`config.mk`:
```
export PLATFORM = sky130hd
export DESIGN_NAME = muldiv_ctrl
export DESIGN_NICKNAME = d
export VERILOG_FILES = /design/src/rtl/muldiv_ctrl.sv
export SDC_FILE = /design/constraint.sdc
export NUM_CORES = 2
export LEC_CHECK = 0
export CORE_AREA = 2 2 337 339
export CTS_CLUSTER_DIAMETER = 200
export CTS_CLUSTER_SIZE = 20
export DETAILED_ROUTE_END_ITERATION = 16
export DIE_AREA = 0 0 339 341
export PLACE_DENSITY = 0.71
export RECOVER_POWER = 50
export SKIP_LAST_GASP = 1
export SLEW_MARGIN = 20
export SYNTH_ARGS = -nofsm -noshare
export SYNTH_HDL_FRONTEND = slang
export SYNTH_SLANG_ARGS = --single-unit
export TNS_END_PERCENT = 30
```
`constraint.sdc`:
```
create_clock -name clk -period 17.25 [get_ports clk]
set_input_delay 3.45 -clock clk [delete_from_list [all_inputs] [get_ports clk]]
set_output_delay 3.45 -clock clk [all_outputs]
set_load 0.1 [all_outputs]
```
`src/rtl/muldiv_ctrl.sv`:
```
// Multi-cycle MULT/MULTU/DIV/DIVU sequencer owning the HI/LO pair.
// Restoring divider, parallel multiplier committed after MUL_CYCLES.
module muldiv_ctrl #(
  parameter int MUL_CYCLES = 2
) (
  input  logic        clk,
  input  logic        resetn,
  input  logic        start,
  input  logic [1:0]  op,
  input  logic [31:0] src_a,
  input  logic [31:0] src_b,
  input  logic        cancel,
  input  logic        hi_we,
  input  logic        lo_we,
  input  logic [31:0] wdata,
  input  logic        hilo_rd,
  output logic [31:0] hi,
  output logic [31:0] lo,
  output logic        busy,
  output logic        stall_req,
  output logic        done
);

  typedef enum logic [1:0] {
    S_IDLE,
    S_MUL,
    S_DIV,
    S_FIX
  } state_t;

  localparam logic [4:0] MUL_INIT = 5'(MUL_CYCLES - 1);

  state_t      r_state;
  logic [4:0]  r_cnt;
  logic [1:0]  r_op;
  logic [31:0] r_a;
  logic [31:0] r_b;
  logic [31:0] r_rem;
  logic        r_sa;
  logic        r_sb;
  logic [31:0] r_hi;
  logic [31:0] r_lo;
  logic        r_done;

  logic        w_sdiv;
  logic [31:0] w_abs_a;
  logic [31:0] w_abs_b;
  logic        w_mul_s;
  logic [63:0] w_ext_a;
  logic [63:0] w_ext_b;
  logic [63:0] w_prod;
  logic [32:0] w_sh;
  logic [32:0] w_diff;
  logic        w_qb;
  logic [31:0] w_rem_nx;
  logic [31:0] w_q;
  logic [31:0] w_r;

  // Operand magnitudes for signed divide; 0x80000000 stays as-is.
  assign w_sdiv  = (op == 2'b10);
  assign w_abs_a = (w_sdiv & src_a[31]) ? -src_a : src_a;
  assign w_abs_b = (w_sdiv & src_b[31]) ? -src_b : src_b;

  // Sign-extend for MULT, zero-extend for MULTU; low 64 bits are exact.
  assign w_mul_s = ~r_op[0];
  assign w_ext_a = {{32{w_mul_s & r_a[31]}}, r_a};
  assign w_ext_b = {{32{w_mul_s & r_b[31]}}, r_b};
  assign w_prod  = w_ext_a * w_ext_b;

  // One restoring step: shift in next dividend bit, trial subtract.
  assign w_sh     = {r_rem, r_a[31]};
  assign w_diff   = w_sh - {1'b0, r_b};
  assign w_qb     = ~w_diff[32];
  assign w_rem_nx = w_qb ? w_diff[31:0] : w_sh[31:0];

  // Sign fix-up; sign bits are zero for DIVU.
  assign w_q = (r_sa ^ r_sb) ? -r_a : r_a;
  assign w_r = r_sa ? -r_rem : r_rem;

  assign hi        = r_hi;
  assign lo        = r_lo;
  assign done      = r_done;
  assign busy      = (r_state != S_IDLE);
  assign stall_req = busy & (start | hilo_rd | hi_we | lo_we);

  // Sequencer, operand latches and HI/LO commit.
  always_ff @(posedge clk) begin
    if (!resetn) begin
      r_state <= S_IDLE;
      r_cnt   <= '0;
      r_op    <= '0;
      r_a     <= '0;
      r_b     <= '0;
      r_rem   <= '0;
      r_sa    <= 1'b0;
      r_sb    <= 1'b0;
      r_hi    <= '0;
      r_lo    <= '0;
      r_done  <= 1'b0;
    end else begin
      r_done <= 1'b0;
      if (cancel) begin
        r_state <= S_IDLE;
      end else begin
        case (r_state)
          S_IDLE: begin
            if (hi_we) r_hi <= wdata;
            if (lo_we) r_lo <= wdata;
            if (start) begin
              r_op  <= op;
              r_rem <= '0;
              r_sa  <= w_sdiv & src_a[31];
              r_sb  <= w_sdiv & src_b[31];
              if (!op[1]) begin
                r_state <= S_MUL;
                r_cnt   <= MUL_INIT;
                r_a     <= src_a;
                r_b     <= src_b;
              end else if (src_b == '0) begin
                r_done <= 1'b1;
              end else begin
                r_state <= S_DIV;
                r_cnt   <= 5'd31;
                r_a     <= w_abs_a;
                r_b     <= w_abs_b;
              end
            end
          end
          S_MUL: begin
            if (r_cnt == '0) begin
              r_hi    <= w_prod[63:32];
              r_lo    <= w_prod[31:0];
              r_done  <= 1'b1;
              r_state <= S_IDLE;
            end else begin
              r_cnt <= r_cnt - 5'd1;
            end
          end
          S_DIV: begin
            r_a   <= {r_a[30:0], w_qb};
            r_rem <= w_rem_nx;
            if (r_cnt == '0) begin
              r_state <= S_FIX;
            end else begin
              r_cnt <= r_cnt - 5'd1;
            end
          end
          S_FIX: begin
            r_lo    <= w_q;
            r_hi    <= w_r;
            r_done  <= 1'b1;
            r_state <= S_IDLE;
          end
          default: r_state <= S_IDLE;
        endcase
      end
    end
  end

endmodule

```
# Word-level counts from Yosys, hierarchy flattened
# Cells that the tools add are included.
# word_totals
ff_bits,171
inputBits,105
elab_cells,95
# classes
n_addsub,6
mul,1
eq_ne,12
muxes,35
bitwise,13
reduce_logical,17
# op_table
cell,count
32-bit two-way mux,15
32-bit case mux with 3 select lines,2
32-bit negation,4
32-bit case mux with 2 select lines,2
33-bit by 33-bit multiplier with 64-bit output,1
33-bit by 32-bit subtractor with 33-bit output,1
32-bit zero test,1
5-bit two-way mux,4
4-bit AND reduction,5
2-bit inequality test (second input constant),7
2-bit two-way mux,5
5-bit case mux with 2 select lines,1
2-bit case mux with 4 select lines,1
2-bit equality test (second input constant),3
3-bit AND reduction,2
2-bit nonzero test,3
1-bit bitwise AND,5
5-bit zero test,1
5-bit AND reduction,1
5-bit by 1-bit subtractor with 5-bit output (second input constant),1
1-bit two-way mux,4
1-bit NOT,4
2-bit OR reduction,2
3-bit inequality test (second input constant),1
other kinds (6),8

# Logic depth before layout (Yosys ltp)
# logic_depth
ltp_word,7
ltp_mapped,30
ltp_nobuf,28

# Worst setup path before layout
# No wires, ideal clock.
# synth_timing
path_kind,input -> output
start,in hi_we
end,out stall_req
arrival_ns,4.741
slack_ns,9.059
stages,2
n_path_buf,0
path_cell_list,nor4_1 -> nor2_1
# synth_via
elab_chain_len,3
# synth_lines
item,line_no,text
start: declaration,13,"input logic hi_we,"
1-bit bitwise OR (2 in series),84,assign stall_req = busy & (start | hilo_rd | hi_we | lo_we);
1-bit bitwise AND,84,
end: declaration,20,"output logic stall_req,"
# No other way between the ends.

# Worst setup path after layout
# layout_timing
start,in resetn
end,reg r_a[12]
# layout_lines
item,line_no,text
start: declaration,7,"input logic resetn,"
end signal: assignment,117,r_a <= src_a;
end signal: assignment,124,r_a <= w_abs_a;
end signal: assignment,140,"r_a <= {r_a[30:0], w_qb};"
end: declaration,36,logic [31:0] r_a;
# No word-level cell between the ends.

==> reports/metrics.yaml <==
run_status:
  run_status: "finished, violations left"
  failed_checks: "max-capacitance violations, max-slew violations"
routing:
  firstDrtPassIters: 8
  ant_nets: 0
  drcViolationCount: 0
  dr_total_vias: 41300
  post_drt_wl_per_cell_um: 23.0
  vias_per_cell: 5.65
  totalWireLength_um: 168000
  drt_iter0_markers: 3667
synthesis:
  yosys_most_used_dff: "dfxtp_1"
  synthesis.nets: 7349
  synth-edff-count: 0
  synth.area.top_cells: "fa_1 45%, inv_1 9.0%, nand2_1 7.1%"
  syn_area_mm2: 0.0501
  ys_async_sr_fraction_pct: 0
  yosysTopAreaCellShare_pct: 45.0
  ys_seq_elements: 171
  synth_cell_types: 88
  ys_warn_count: 0
  synth_top_cell_by_area: "fa_1"
  yosysSeqAreaShare_pct: 6.83
  avgSynthCellArea_um2: 8.55
  synthCells: 5863
pwr:
  p_leak_nw: 25.1
  p_total_mw: 2.91
  p_per_area_mw_per_mm2: 54.1
  vdd_ir_drop_max_v: 0.0000590
worst_setup_path:
  cp_data_arrival_time_ns: 10.78
  cp_data_required_time_ns: 17.59
  crit_fanout: 58
  cp-end-kind: "flop"
  critical_path_class: "input port to flop"
  critPathLaunchType: "input port"
  r2r_slack_ns: 7.39
floorplanning:
  die_w_um: 339
  die_h_um: 341
  start_util_pct: 44.8
  core_area_mm2: 0.112
  dieArea_mm2: 0.116
  num_rows: 123
  io_pins: 172
timing:
  slew_viol_final: 145
  holdWs_ns: 0.481
  finalCritPeriodShare_pct: 60.5
  final-setup-viol-count: 0
  rsz0062_at_grt: "false"
  fmax_mhz: 95.8
  period_minus_slack_ns: 10.44
  tightest_slew_ns: 2.99
  hold_viol: 0
  slew_headroom_pct: -99.6
  finalSetupTns_ns: 0
  setup_slack_ns: 6.81
  fin_skew_ns: 0.0262
placement:
  place_area_mm2: 0.0531
  dp_slack_ns: 7.63
  hpwl_um: 132000
  port_buffers: 171
  dp.cells: 7273
  routabilityCongestion: 0.997
clock_network:
  cts_resized: 0
  clkSlewWorstSetupHoldPaths_ns: 0.09
  hold_buffers: 0
  cts_buffer_depth: 2
  root_buffer: "clkbuf_16"
  post-cts-setup-buffer-count: 0
  clk_latency_ns: 0.53
  cts_tree: "yes"
  clock-sinks: 171
  cts-buffers-inserted: 17
  htreeDepth: 4
final_layout:
  area_growth_pct: 7.10
  finalNetCount: 7278
  final_util_pct: 48.0
  nFillCells: 10700
  drive_gt1_share_pct: 3.20
  design_area_mm2: 0.0537
  final_cells: 7309
job:
  drv_cap: 3
global_route:
  overflow: 0
  grt_pass1_wl_um: 260000
  antenna_found_initial: 7
  track_usage_pct: 29.7
  grt_max_degree: 71
  grt_pass1_vias: 43700
worst_hold_path:
  hold_class: "flop to flop"
sequential cells by signal, indices dropped and copies added, names as in the netlist:
name	flops
hi	32
lo	32
r_a	32
r_b	32
r_rem	32
r_cnt	5
r_state	2
done	1
r_op	1
r_sa	1
r_sb	1
cells by family after synthesis:
| family | count (synthesis) | share of synthesized area [%] |
|---|---|---|
| compound gates | 785 | 10.0 |
| xor+xnor | 199 | 3.48 |
| fa+ha+maj | 1381 | 51.3 |
| buf+inv | 1566 | 11.9 |
| flops | 171 | 6.83 |
| mux | 34 | 0.696 |
| simple gates | 1727 | 15.8 |
Yosys cell counts (all sizes together) (47+ instances only):
library cell,instances
buf,63
nand2,948
nor2,224
ha,255
xor2,67
nor3,58
a21oi,210
and2,300
inv,1204
dfxtp,171
xnor2,132
clkbuf,296
o21ai,217
a21o,47
fa,1126
a211oi,56
report_power, final:
part | switching, mW | internal [mW]
clock network | 0.240 | 0.201
registers | 0.0350 | 0.428
logic | 1.34 | 0.664
total | 1.61 | 1.29
layer usage:
layer / share of wire, % / global-route usage [%]
met5: 0.020 / 0
met4: 6.8 / 17.1
met2: 46 / 47.4
met3: 10 / 6.90
met1: 37 / 37.0
layout by cell type, fill, tap and decap left out, types with 12 or more instances in the layout:
cell type	count
a22oi_1	13
a21oi_1	210
clkdlybuf4s50_1	104
a21o_1	47
ha_1	252
nand2b_1	21
o21ai_1	12
and3_1	18
o31ai_1	24
xnor2_1	132
nand4_1	18
inv_1	1203
xor2_1	67
o21bai_1	19
nor4_1	20
dlygate4sd3_1	66
clkbuf_16	17
and2_1	299
o21a_1	17
or2_2	16
dfxtp_1	169
a211oi_1	55
o211ai_1	16
mux2i_1	27
nand2_1	947
or3_1	13
buf_4	94
nand3_1	32
o21ai_0	205
o41ai_1	16
a31oi_1	25
nor2_1	220
nor2b_1	20
fa_1	1125
a221oi_1	40
nor3_1	55
critical path: stages:
cell        delay [ns]
buf_2             0.08
clkbuf_1          2.10
clkinvlp_2        2.69
clkbuf_1          1.43
a21oi_1           0.98
path summary, 6_finish.rpt:
check	startpoint	end	depth (start not counted)
max	resetn	r_a[12]	5
min	r_a[17]	r_a[17]	2
max reg2reg	r_a[31]	hi[29]	29
min reg2reg	r_a[17]	r_a[17]	2
cell type report:
class,instances,area [um2],share of cell area [%]
multi-input combinational,4126,40800,76.0
clock inverter,15,213,0.396
inverter,1207,4530,8.44
timing repair buffer,269,2430,4.52
sequential,171,3430,6.38
clock buffer,17,425,0.792
tap,1500,1880,3.50
antenna,4,10.0,0.0186
Note: power is estimated with default switching activity, not from simulation.
